### config.mk
export PLATFORM = sky130hd
export DESIGN_NAME = interval_timer_flat
export DESIGN_NICKNAME = d
export VERILOG_FILES = /design/src/rtl/interval_timer_if.sv /design/src/rtl/interval_timer.sv /design/src/flat_wrapper.sv
export SDC_FILE = /design/constraint.sdc
export NUM_CORES = 1
export LEC_CHECK = 0
export CAP_MARGIN = 20
export CORE_AREA = 2 2 117 90
export CTS_BUF_LIST = sky130_fd_sc_hd__clkbuf_4 sky130_fd_sc_hd__clkbuf_8 sky130_fd_sc_hd__clkbuf_16
export DETAILED_ROUTE_END_ITERATION = 12
export DIE_AREA = 0 0 119 92
export PLACE_DENSITY = 0.74
export RECOVER_POWER = 100
export SKIP_LAST_GASP = 1
export SYNTH_ARGS = -nofsm -noshare
export SYNTH_HDL_FRONTEND = slang
export SYNTH_SLANG_ARGS = --single-unit
### constraint.sdc
create_clock -name clk -period 8.18 [get_ports clk]
set_input_delay 1.227 -clock clk [delete_from_list [all_inputs] [get_ports clk]]
set_output_delay 1.227 -clock clk [all_outputs]
set_load 0.005 [all_outputs]
### src/rtl/interval_timer_if.sv
// OCP slave register port bundle shared by the interval timer and its bus master.
// Signal names keep the direction as seen from the timer (i_ = into the timer).
`ifndef ADDR_WIDTH
`define ADDR_WIDTH 32
`endif
`ifndef DATA_WIDTH
`define DATA_WIDTH 32
`endif
`ifndef BEN_WIDTH
`define BEN_WIDTH 4
`endif

interface interval_timer_if;
    logic [`ADDR_WIDTH-1:0] i_MAddr;
    logic [2:0]             i_MCmd;
    logic [`DATA_WIDTH-1:0] i_MData;
    logic [`BEN_WIDTH-1:0]  i_MByteEn;
    logic                   o_SCmdAccept;
    logic [`DATA_WIDTH-1:0] o_SData;
    logic [1:0]             o_SResp;

    modport master (
        output i_MAddr,
        output i_MCmd,
        output i_MData,
        output i_MByteEn,
        input  o_SCmdAccept,
        input  o_SData,
        input  o_SResp
    );

    modport slave (
        input  i_MAddr,
        input  i_MCmd,
        input  i_MData,
        input  i_MByteEn,
        output o_SCmdAccept,
        output o_SData,
        output o_SResp
    );
endinterface

### src/rtl/interval_timer.sv
// Programmable down-counting interval timer with an OCP register port and a
// one-cycle interrupt pulse on every expiry.
module interval_timer (
    input  logic               clk,
    input  logic               nrst,
    interval_timer_if.slave    bus,
    output logic               o_intr
);

    localparam logic [2:0] CMD_WRITE = 3'd1;
    localparam logic [2:0] CMD_READ  = 3'd2;
    localparam logic [1:0] RESP_NULL = 2'd0;
    localparam logic [1:0] RESP_DVA  = 2'd1;
    localparam logic [1:0] RESP_ERR  = 2'd3;

    typedef enum logic [1:0] {
        REG_CTRL = 2'd0,
        REG_CNTR = 2'd1,
        REG_CURR = 2'd2,
        REG_NONE = 2'd3
    } regSel_t;

    logic                   r_enable;
    logic                   r_reload;
    logic                   r_imask;
    logic [`DATA_WIDTH-1:0] r_cntr;
    logic [`DATA_WIDTH-1:0] r_curr;
    logic [`DATA_WIDTH-1:0] r_sdata;
    logic [1:0]             r_sresp;
    logic                   r_intr;

    logic                   w_isWrite;
    logic                   w_isRead;
    regSel_t                w_sel;
    logic                   w_ctrlWrite;
    logic                   w_cntrWrite;
    logic                   w_expiry;
    logic [`DATA_WIDTH-1:0] w_newCntr;
    logic [`DATA_WIDTH-1:0] w_readData;
    logic                   w_unusedAddr;

    assign w_isWrite    = (bus.i_MCmd == CMD_WRITE);
    assign w_isRead     = (bus.i_MCmd == CMD_READ);
    assign w_sel        = regSel_t'(bus.i_MAddr[3:2]);
    assign w_unusedAddr = &{1'b0, bus.i_MAddr[`ADDR_WIDTH-1:4], bus.i_MAddr[1:0]};

    // CTRL only holds bits in byte 0, so a CTRL write without that lane changes nothing.
    assign w_ctrlWrite  = w_isWrite && (w_sel == REG_CTRL) && bus.i_MByteEn[0];
    assign w_cntrWrite  = w_isWrite && (w_sel == REG_CNTR);
    assign w_expiry     = r_enable && (r_curr <= `DATA_WIDTH'(1));

    assign bus.o_SCmdAccept = w_isWrite | w_isRead;
    assign bus.o_SData      = r_sdata;
    assign bus.o_SResp      = r_sresp;
    assign o_intr           = r_intr;

    always_comb begin
        w_newCntr = r_cntr;
        for (int b = 0; b < `BEN_WIDTH; b++) begin
            if (bus.i_MByteEn[b]) begin
                w_newCntr[8*b +: 8] = bus.i_MData[8*b +: 8];
            end
        end
    end

    always_comb begin
        w_readData = '0;
        case (w_sel)
            REG_CTRL: w_readData = {{(`DATA_WIDTH-3){1'b0}}, r_imask, r_reload, r_enable};
            REG_CNTR: w_readData = r_cntr;
            REG_CURR: w_readData = r_curr;
            default:  w_readData = '0;
        endcase
    end

    // A CTRL write overrides whatever the counter would have done on this edge.
    always_ff @(posedge clk or negedge nrst) begin
        if (!nrst) begin
            r_enable <= 1'b0;
            r_reload <= 1'b0;
            r_imask  <= 1'b0;
            r_curr   <= '0;
        end else if (w_ctrlWrite) begin
            r_enable <= bus.i_MData[0];
            r_reload <= bus.i_MData[1];
            r_imask  <= bus.i_MData[2];
            if (bus.i_MData[0]) begin
                r_curr <= r_cntr;
            end
        end else if (w_expiry) begin
            if (r_reload) begin
                r_curr <= r_cntr;
            end else begin
                r_curr   <= '0;
                r_enable <= 1'b0;
            end
        end else if (r_enable) begin
            r_curr <= r_curr - `DATA_WIDTH'(1);
        end
    end

    always_ff @(posedge clk or negedge nrst) begin
        if (!nrst) begin
            r_cntr <= '0;
        end else if (w_cntrWrite) begin
            r_cntr <= w_newCntr;
        end
    end

    always_ff @(posedge clk or negedge nrst) begin
        if (!nrst) begin
            r_sresp <= RESP_NULL;
            r_sdata <= '0;
        end else begin
            r_sdata <= w_isRead ? w_readData : '0;
            if (w_isWrite || w_isRead) begin
                r_sresp <= (w_sel == REG_NONE) ? RESP_ERR : RESP_DVA;
            end else begin
                r_sresp <= RESP_NULL;
            end
        end
    end

    always_ff @(posedge clk or negedge nrst) begin
        if (!nrst) begin
            r_intr <= 1'b0;
        end else begin
            r_intr <= w_expiry && r_imask;
        end
    end

endmodule

### src/flat_wrapper.sv
// flat-port wrapper written by rule: the top's interface ports become plain ports
module interval_timer_flat 
  (clk, nrst, o_intr, bus_i_MAddr, bus_i_MCmd, bus_i_MData, bus_i_MByteEn, bus_o_SCmdAccept, bus_o_SData, bus_o_SResp);
  interval_timer_if bus_i ();
  input  logic clk;
  input  logic nrst;
  output logic o_intr;
  input wire logic [$bits(bus_i.i_MAddr)-1:0] bus_i_MAddr;
  input wire logic [$bits(bus_i.i_MCmd)-1:0] bus_i_MCmd;
  input wire logic [$bits(bus_i.i_MData)-1:0] bus_i_MData;
  input wire logic [$bits(bus_i.i_MByteEn)-1:0] bus_i_MByteEn;
  output wire logic [$bits(bus_i.o_SCmdAccept)-1:0] bus_o_SCmdAccept;
  output wire logic [$bits(bus_i.o_SData)-1:0] bus_o_SData;
  output wire logic [$bits(bus_i.o_SResp)-1:0] bus_o_SResp;
  assign bus_i.i_MAddr = bus_i_MAddr;
  assign bus_i.i_MCmd = bus_i_MCmd;
  assign bus_i.i_MData = bus_i_MData;
  assign bus_i.i_MByteEn = bus_i_MByteEn;
  assign bus_o_SCmdAccept = bus_i.o_SCmdAccept;
  assign bus_o_SData = bus_i.o_SData;
  assign bus_o_SResp = bus_i.o_SResp;
  interval_timer u_core (.clk(clk), .nrst(nrst), .bus(bus_i), .o_intr(o_intr));
endmodule
==> metrics.yaml, run 1 <==
place_inst: 641
postCtsSetupBuffers: 0
setup_tns_ns: 0
slew_viol_final: 65
netSwitchingFraction_pct: 29.08
yosys-top-cells-area: "dfrtp_1 53%, mux2_2 7.5%, a22oi_1 4.7%"
routabilityCongestion: 0.8968
firstDrtPassIters: 5
die_h_um: 92
tightest_slew_ns: 2.595
drtIter0Drc: 377
layoutNonFillerInstCount: 658
synth_cells: 451
path_max_fanout: 17
grt_pass1_vias: 3866
pwr-share-seq_pct: 50.8
finalCritPeriodShare_pct: 62.64
hp-class: "flop to flop"
cts.sinks: 102
final_nets: 592
io_pins: 109
fillers: 833
p_clk_share_pct: 32.5
root_buffer: "clkbuf_16"
ctsHoldBuffers: 0
slew_headroom_pct: -72.98
comb_power_share_pct: 16.7
p_switching_mw: 0.3663
grt_max_degree: 55
fin_crit_ns: 5.124
detailed_place_hpwl_um: 8014
io_buffers: 78
end_kind: "flop"
setup_violations: 0
ctsResizeCount: 0
grt_antenna_before_repair: 0
fmax_mhz: 195.1
h-tree-depth: 3
drive_above_1_share_pct: 11.30
yosysMostFrequentCell: "dfrtp_1"
async_reset_ff_share_pct: 100.0
fin_total_pwr_mw: 1.260
synth.avg_cell_area_sq_um: 10.64
cp-start-kind: "primary input"
synth.cell_area_sq_um: 4798
synth_area_leader_cell: "dfrtp_1"
grt_pass1_wl_um: 19410
required_ns: 8.44
synth.yosys.seq_area_share_pct: 53.19
status: "finished with violations"
antennaDiodeCount: 0
p_leak_nw: 2.599
clkTransAtPathRegs_ns: 0.07
drc: 0
clock_latency_ns: 0.35
hold_viol_final: 0
synth.distinct_cells: 54
crit_arrival_ns: 5.39
synth-main-ff-cell: "dfrtp_1"
clockBufferDepth: 2
grtUsageTotal_pct: 22.45
overflow: 0
coreArea_sq_um: 9970
synth_commonest_cells: "102 x dfrtp_1, 55 x nor2_1, 46 x nand2_1"
finClkSkew_ns: 0.005561
rsz0062_at_grt: "false"
cts_tree: "done"
cts_made_buffers: 9
drv_cap: 2
wl_per_cell_um: 17.48
syn-num-nets: 526
final_util_pct: 59.29
viasPerCell: 5.936
synth_top_area_share_pct: 53.19
p_per_area_nw_per_um2: 213.1
die_area_sq_um: 10950
die_w_um: 119
hold_ws_ns: 0.5240
yosysWarningCount: 0
syn2layout_area_growth_pct: 23.18
row_count: 32
start_util_pct: 48.13
violations: "capacitance limit, slew limit"
ir_drop_v: 0.0001354
p_int_mw: 0.8934
routed_wl_um: 11500
crit_type: "primary input to flop"
vias: 3906
ys_ff_latch: 102
ant_nets: 0
synth-edff-count: 0
[stage by stage]
step	setup WS, ns	instance area, sq um
finish	3.056	5911
CTS	4.362	5931
floorplan	5.100	4798
global placement	4.047	5633
global route	2.661	5911
detailed placement	4.157	5644
[critical path: stages]
cell	delay (ns)
dlygate4sd3_1	0.73
nor3b_1	0.15
a21boi_0	0.90
nand2_1	0.11
o21ai_0	1.24
clkbuf_1	0.69
a22oi_1	0.20
o211ai_1	0.13
[area by class of cell]
| type | count | area [sq um] | share of cell area (%) |
|---|---|---|---|
| Clock buffer | 11 | 252.7 | 4.276 |
| Timing Repair Buffer | 84 | 808.3 | 13.67 |
| Tap cell | 136 | 170.2 | 2.879 |
| Inverter | 3 | 11.26 | 0.1905 |
| Multi-Input combinational cell | 317 | 2082 | 35.22 |
| Sequential cell | 102 | 2552 | 43.18 |
| Clock inverter | 5 | 33.78 | 0.5715 |
[sequential cells by signal (all words and copies together) (netlist names)]
signal	count
u_core.r_imask	1
u_core.r_cntr	32
u_core.r_curr	32
u_core.o_intr	1
u_core.bus.o_SResp	2
u_core.r_reload	1
u_core.bus.o_SData	32
u_core.r_enable	1
[cells by family after synthesis]
group / share of synthesized area [%]
multiplexers: 8.136
AO/OA/AOI/OAI: 16.79
XOR/XNOR: 0.3651
adder cells (fa/ha/maj): 0.5214
AND/OR/NAND/NOR: 17.65
buffers and inverters: 3.338
flip-flops: 53.19
[cell usage in the layout (no fill, tap or decap), types with 5 or more instances in the layout]
cell type / Yosys / layout
clkdlybuf4s50_1: 0 / 38
nor4_1: 6 / 6
nor3_1: 13 / 13
mux2_2: 32 / 32
o311ai_0: 8 / 9
or3_1: 6 / 6
o211ai_1: 8 / 8
nor2_1: 55 / 55
dlygate4sd3_1: 0 / 39
dfrtp_1: 102 / 102
clkbuf_16: 0 / 9
or4_1: 7 / 7
nand2_1: 46 / 46
nand3_1: 12 / 12
a22oi_1: 30 / 30
a221o_1: 10 / 10
o21ai_0: 12 / 13
a21oi_1: 10 / 10
clkbuf_1: 21 / 5
[power by group through the flow]
stage	clock, mW	combinational [mW]	sequential, mW
floorplan	0	0.150	0.618
global placement	0	0.203	0.642
detailed placement	0	0.212	0.646
CTS	0.418	0.214	0.637
global route	0.438	0.236	0.649
finish	0.409	0.211	0.639
[layer usage]
layer	part of all wire [%]	vias to the layer above	track usage, %
li1	-	1813	-
met1	46	1937	32.76
met2	46	143	33.76
met3	6.5	13	6.405
met4	0.89	0	4.266
met5	0	-	0
[worst paths after layout]
kind | from | to | slack (ns) | cells after the start
worst max register to register | u_core.r_curr[18]$_DFFE_PN0P_ | u_core.r_curr[2]$_DFFE_PN0P_ | 3.70 | 7
max in group asynchronous | nrst | u_core.bus.o_SData[13]$_DFF_PN0_ | 4.75 | 2
min in group asynchronous | nrst | u_core.r_cntr[31]$_DFFE_PN0P_ | 1.68 | 1
worst max-delay path | bus_i_MAddr[2] | u_core.r_curr[2]$_DFFE_PN0P_ | 3.06 | 8
worst min register to register | u_core.r_cntr[21]$_DFFE_PN0P_ | u_core.r_curr[21]$_DFFE_PN0P_ | 0.52 | 2
worst min-delay path | u_core.r_cntr[21]$_DFFE_PN0P_ | u_core.r_curr[21]$_DFFE_PN0P_ | 0.52 | 2
Note: power is estimated with default switching activity, not from simulation.
==> run 2: changes to the inputs <==
==> constraint.sdc (replaced) <==
create_clock -name clk -period 5.3 [get_ports clk]
set_input_delay 0.795 -clock clk [delete_from_list [all_inputs] [get_ports clk]]
set_output_delay 0.795 -clock clk [all_outputs]
set_load 0.005 [all_outputs]
==> metrics.yaml, run 2 (synthesized netlist as in run 1, its figures left out) <==
vias: 3947  # +1.0%
grt_max_degree: 56  # +1.8%
die_h_um: 92  # unchanged
routed_wl_um: 11620  # +1.0%
mostFrequentLayoutCells: "102 x dfrtp_1, 55 x nor2_1, 47 x nand2_1"
crit_type: "primary input to flop"
setup_violations: 0  # unchanged
slew_headroom_pct: -89.44  # -16 points
grtUsageTotal_pct: 22.78  # +0.33 points
drtIter0Drc: 325  # -14%
ir_drop_v: 0.0001859  # +37%
ant_nets: 0  # unchanged
clkTransAtPathRegs_ns: 0.06  # about the same
hp-start: "u_core.r_cntr[9]$_DFFE_PN0P_"
pwr-share-seq_pct: 49.1  # -1.7 points
final_util_pct: 59.66  # +0.38 points
clockBufferDepth: 2  # unchanged
grt_antenna_before_repair: 0  # unchanged
p_leak_nw: 2.622  # +0.87%
end_kind: "flop"
ctsHoldBuffers: 0  # unchanged
postCtsSetupBuffers: 0  # unchanged
die_w_um: 119  # unchanged
cts.sinks: 102  # unchanged
fin_crit_ns: 3.982
drive_above_1_share_pct: 11.71  # +0.41 points
routabilityCongestion: 0.8816  # -1.7%
detailed_place_hpwl_um: 8074  # +0.74%
r2r-start: "u_core.r_curr[15]$_DFFE_PN0P_"
cp-start-kind: "primary input"
place_inst: 641  # unchanged
grt_pass1_vias: 3878  # +0.31%
tightest_slew_ns: 2.842  # +0.2469 ns
h-tree-depth: 3  # unchanged
overflow: 0  # unchanged
die_area_sq_um: 10950  # unchanged
grt_pass1_wl_um: 19710  # +1.5%
firstDrtPassIters: 4  # -1
syn2layout_area_growth_pct: 23.96
clock_latency_ns: 0.36  # about the same
slew_viol_final: 89  # +37%
final_nets: 592  # unchanged
io_pins: 109  # unchanged
cts_made_buffers: 9  # unchanged
required_ns: 5.57  # -2.87 ns
setup_tns_ns: 0  # unchanged
row_count: 32  # unchanged
fmax_mhz: 251.1
p_per_area_nw_per_um2: 337.9  # +59%
viasPerCell: 6.008  # +1.2%
finClkSkew_ns: 0.009179  # +0.003618 ns
hp-class: "flop to flop"
drc: 0  # unchanged
wl_per_cell_um: 17.68  # +1.2%
cts_tree: "done"
hold_viol_final: 0  # unchanged
reg2reg_depth: 7  # unchanged
comb_power_share_pct: 16.2  # -0.5 points
coreArea_sq_um: 9970  # unchanged
min_path_cells: 1  # -1
reg2reg_to: "u_core.r_curr[2]$_DFFE_PN0P_"
status: "finished with violations"
crit_arrival_ns: 4.25  # -1.14 ns
root_buffer: "clkbuf_16"
drv_cap: 2  # unchanged
io_buffers: 78  # unchanged
p_int_mw: 1.456  # +63%
finalCritPeriodShare_pct: 75.14
netSwitchingFraction_pct: 27.55  # -1.5 points
min_to: "u_core.r_curr[9]$_DFFE_PN0P_"
violations: "capacitance limit, slew limit"
antennaDiodeCount: 0  # unchanged
p_clk_share_pct: 34.7  # +2.2 points
final_common_cell: "dfrtp_1"
rsz0062_at_grt: "false"
start_util_pct: 48.13  # unchanged
ff2ff_setup_slack_ns: 1.57  # -2.13 ns
p_switching_mw: 0.5538  # +51%
path_max_fanout: 17  # unchanged
layoutNonFillerInstCount: 657  # -0.15%
ctsResizeCount: 0  # unchanged
-- run 2: changes by cell type in the layout (fill, tap and decap cells not counted), moves of 2 or more --
cell,previous run,this run
clkbuf_8,2,0
bufinv_16,0,2
nor2b_1,2,0
clkbuf_4,0,2
nor2b_2,0,2
-- run 2: area by class of cell --
class	instances	area [sq um]
inverters	3	11.26
clock buffers	11	240.2
fillers	836	4021
flip-flops and latches	102	2552
multi-input cells	317	2088
clock inverters	4	72.57
repair buffers	84	813.3
well taps	136	170.2
-- run 2: worst max path at each step --
stage / start / end / slack [ns]
floorplan: u_core.r_curr[15]$_DFFE_PN0P_ / u_core.r_curr[0]$_DFFE_PN0P_ / 2.52
detailed placement: bus_i_MAddr[2] / u_core.r_curr[10]$_DFFE_PN0P_ / 1.70
global placement: bus_i_MAddr[2] / u_core.r_curr[1]$_DFFE_PN0P_ / 1.57
CTS: u_core.r_curr[15]$_DFFE_PN0P_ / u_core.r_curr[15]$_DFFE_PN0P_ / 2.02
finish: bus_i_MAddr[2] / u_core.r_curr[2]$_DFFE_PN0P_ / 1.32
global route: nrst / u_core.r_cntr[13]$_DFFE_PN0P_ / 0.92
-- run 2: per-layer routing --
layer	wire (um)	track usage [%]
met2	5497	35.34
met3	673	5.410
met1	5305	31.81
met5	0	0
met4	140	7.242
-- run 2: power groups by stage --
stage               sequential, mW  combinational (mW)  clock [mW]
finish                       0.986               0.326       0.698
global route                  1.00               0.361       0.737
CTS                          0.983               0.330       0.710
detailed placement           0.997               0.327           0
global placement             0.991               0.314           0
floorplan                    0.953               0.232           0
-- run 2: worst max-delay path, stage by stage --
cell and delay [ns]:
dlygate4sd3_1 0.74, nor3b_1 0.15, a21boi_0 0.91, nand2_1 0.15, o21ai_2 0.51, clkbuf_1 0.66
a22oi_1 0.21, o211ai_1 0.12
-- run 2: per-stage QoR --
stage	area [sq um]	worst slack [ns]	total power, mW	hold slack (ns)
after floorplan	4798	2.518	1.185	0.4587
after global placement	5633	1.566	1.305	0.5011
after detailed placement	5640	1.696	1.324	0.5053
after CTS	5953	2.025	2.023	0.5052
after global routing	5948	0.9189	2.101	0.5620
final	5948	1.318	2.010	0.5191
==> run 3: changes to the inputs <==
--- a/config.mk
+++ b/config.mk
@@ -6,11 +6,11 @@
 export NUM_CORES = 1
 export LEC_CHECK = 0
 export CAP_MARGIN = 20
-export CORE_AREA = 2 2 117 90
+export CORE_AREA = 2 2 121 94
 export CTS_BUF_LIST = sky130_fd_sc_hd__clkbuf_4 sky130_fd_sc_hd__clkbuf_8 sky130_fd_sc_hd__clkbuf_16
 export DETAILED_ROUTE_END_ITERATION = 12
-export DIE_AREA = 0 0 119 92
-export PLACE_DENSITY = 0.74
+export DIE_AREA = 0 0 123 96
+export PLACE_DENSITY = 0.72
 export RECOVER_POWER = 100
 export SKIP_LAST_GASP = 1
 export SYNTH_ARGS = -nofsm -noshare
==> constraint.sdc (replaced) <==
create_clock -name clk -period 3.35 [get_ports clk]
set_input_delay 0.5025 -clock clk [delete_from_list [all_inputs] [get_ports clk]]
set_output_delay 0.5025 -clock clk [all_outputs]
set_load 0.005 [all_outputs]
==> metrics.yaml, run 3 (synthesized netlist as in run 1, its figures left out) <==
status: "finished with violations"
violations: "capacitance limit, slew limit"
tightest_slew_ns: 2.744  # -0.09793 ns
crit_arrival_ns: 3.37  # -0.88 ns
hold_viol_final: 0  # unchanged
io_buffers: 78  # unchanged
p_clk_share_pct: 32.6  # -2.1 points
root_buffer: "clkbuf_16"
vias: 3916  # -0.79%
fmax_mhz: 323.4
fin_total_pwr_mw: 3.104  # +54%
p_switching_mw: 0.8582  # +55%
drive_above_1_share_pct: 12.36  # +0.65 points
fin_crit_ns: 3.093
hp-start: "u_core.r_cntr[17]$_DFFE_PN0P_"
p_per_area_nw_per_um2: 519.0  # +54%
final_nets: 599  # +1.2%
rsz0062_at_grt: "false"
pwr-share-seq_pct: 50.2  # +1.1 points
cp-start-kind: "flop"
setup_tns_ns: 0  # unchanged
comb_power_share_pct: 17.2  # +1.0 points
hp-class: "flop to flop"
overflow: 0  # unchanged
drtIter0Drc: 285  # -12%
viasPerCell: 5.880  # -2.1%
cp_top_family: "simple AND/OR/NAND/NOR gates"
clock_latency_ns: 0.35  # about the same
io_pins: 109  # unchanged
setup_violations: 0  # unchanged
die_h_um: 96  # +4.3%
finalCritPeriodShare_pct: 92.32
die_w_um: 123  # +3.4%
final_common_cell: "dfrtp_1"
finClkSkew_ns: 0.009209  # +0.00002983 ns
ant_nets: 0  # unchanged
postCtsSetupBuffers: 0  # unchanged
grt_antenna_before_repair: 0  # unchanged
cts_made_buffers: 9  # unchanged
path_max_fanout: 19  # +2
row_count: 33  # +3.1%
antennaDiodeCount: 0  # unchanged
crit_type: "flop to flop"
required_ns: 3.63  # -1.94 ns
syn2layout_area_growth_pct: 24.62
h-tree-depth: 3  # unchanged
slew_headroom_pct: -82.91  # +6.5 points
routed_wl_um: 11860  # +2.1%
grt_pass1_wl_um: 19740  # +0.17%
p_leak_nw: 2.650  # +1.1%
cp_cell_sequence: "or4_1 -> or4b_4 -> or4_4 -> o21ai_0 -> buf_4 -> a22o_1 -> or3_1"
crit_buf_inv: 1  # -1
end_kind: "flop"
firstDrtPassIters: 4  # unchanged
clkTransAtPathRegs_ns: 0.06  # about the same
ir_drop_v: 0.0003619  # +95%
clockBufferDepth: 2  # unchanged
cpMaxStageDelayCell: "or4_1"
crit_path_max_incr_delay_ns: 0.59  # -0.32 ns
r2r-start: "u_core.r_curr[15]$_DFFE_PN0P_"
routabilityCongestion: 0.9108  # +3.3%
p_int_mw: 2.245  # +54%
grt_pass1_vias: 3931  # +1.4%
cts_tree: "done"
start_util_pct: 45.04  # -3.1 points
coreArea_sq_um: 10650  # +6.9%
drv_cap: 1  # -1
grt_max_degree: 53  # -5.4%
ctsHoldBuffers: 0  # unchanged
startpoint: "u_core.r_curr[15]$_DFFE_PN0P_"
detailed_place_hpwl_um: 8402  # +4.1%
slew_viol_final: 51  # -43%
grtUsageTotal_pct: 21.58  # -1.2 points
ctsResizeCount: 0  # unchanged
die_area_sq_um: 11810  # +7.9%
mostFrequentLayoutCells: "102 x dfrtp_1, 55 x nor2_1, 46 x nand2_1"
netSwitchingFraction_pct: 27.65  # +0.10 points
wl_per_cell_um: 17.80  # +0.69%
cts.sinks: 102  # unchanged
drc: 0  # unchanged
[run 3: cell count changes in the layout (fill, tap and decap cells not counted), moves of 2 or more]
cell,change
buf_4,+10
clkbuf_1,-2
nor2b_1,+2
nor2b_2,-2
[run 3: per-layer routing]
| layer | vias to the layer above | track usage, % | part of all wire [%] |
|---|---|---|---|
| met5 | - | 0 | 0 |
| met4 | 0 | 6.629 | 1.7 |
| met3 | 19 | 5.154 | 6.1 |
| met2 | 135 | 34.85 | 47 |
| met1 | 1936 | 29.03 | 46 |
| li1 | 1826 | - | - |
[run 3: path summary, 6_finish.rpt]
path | slack, ns | depth (start not counted) | endpoint
max | 0.26 | 7 | u_core.r_curr[15]$_DFFE_PN0P_
min | 0.51 | 2 | u_core.r_curr[17]$_DFFE_PN0P_
max reg2reg | 0.26 | 7 | u_core.r_curr[15]$_DFFE_PN0P_
min reg2reg | 0.51 | 2 | u_core.r_curr[17]$_DFFE_PN0P_
max in group asynchronous | 0.76 | 1 | u_core.r_curr[15]$_DFFE_PN0P_
min in group asynchronous | 1.03 | 1 | u_core.r_cntr[27]$_DFFE_PN0P_
[run 3: area by class of cell]
cell class	count	area [sq um]
clock inverter	2	35.03
fill	934	4673
inverter	3	11.26
clock buffer	11	246.5
multi-input combinational	317	2078
tap	140	175.2
timing repair buffer	91	880.8
sequential	102	2552
[run 3: tightest hold or removal path: stages, from the launching register on]
cell,delay (ns)
dfrtp_1,0.36
nand2_1,0.05
o21ai_1,0.06
[run 3: power by group through the flow]
stage                     Clock [mW]  Combinational (mW)  Sequential, mW
final                           1.01               0.535            1.56
after detailed placement           0               0.534            1.58
after floorplan                    0               0.367            1.51
after CTS                       1.03               0.540            1.55
after global placement             0               0.514            1.57
after global routing            1.09               0.593            1.58
[run 3: stage by stage]
stage / cell area, sq um / cells / setup WS (ns) / hold slack [ns] / utilization [%]
final: 5979 / 666 / 0.2574 / 0.5082 / 56.13
after global routing: 5979 / 666 / 0.1540 / 0.5349 / 56.13
after CTS: 5997 / 666 / 0.3130 / 0.2139 / 56.30
after detailed placement: 5715 / 653 / 0.3322 / 0.5013 / 53.65
after global placement: 5715 / 653 / 0.3934 / 0.4996 / 53.65
after floorplan: 4798 / 451 / 0.5679 / 0.2069 / -
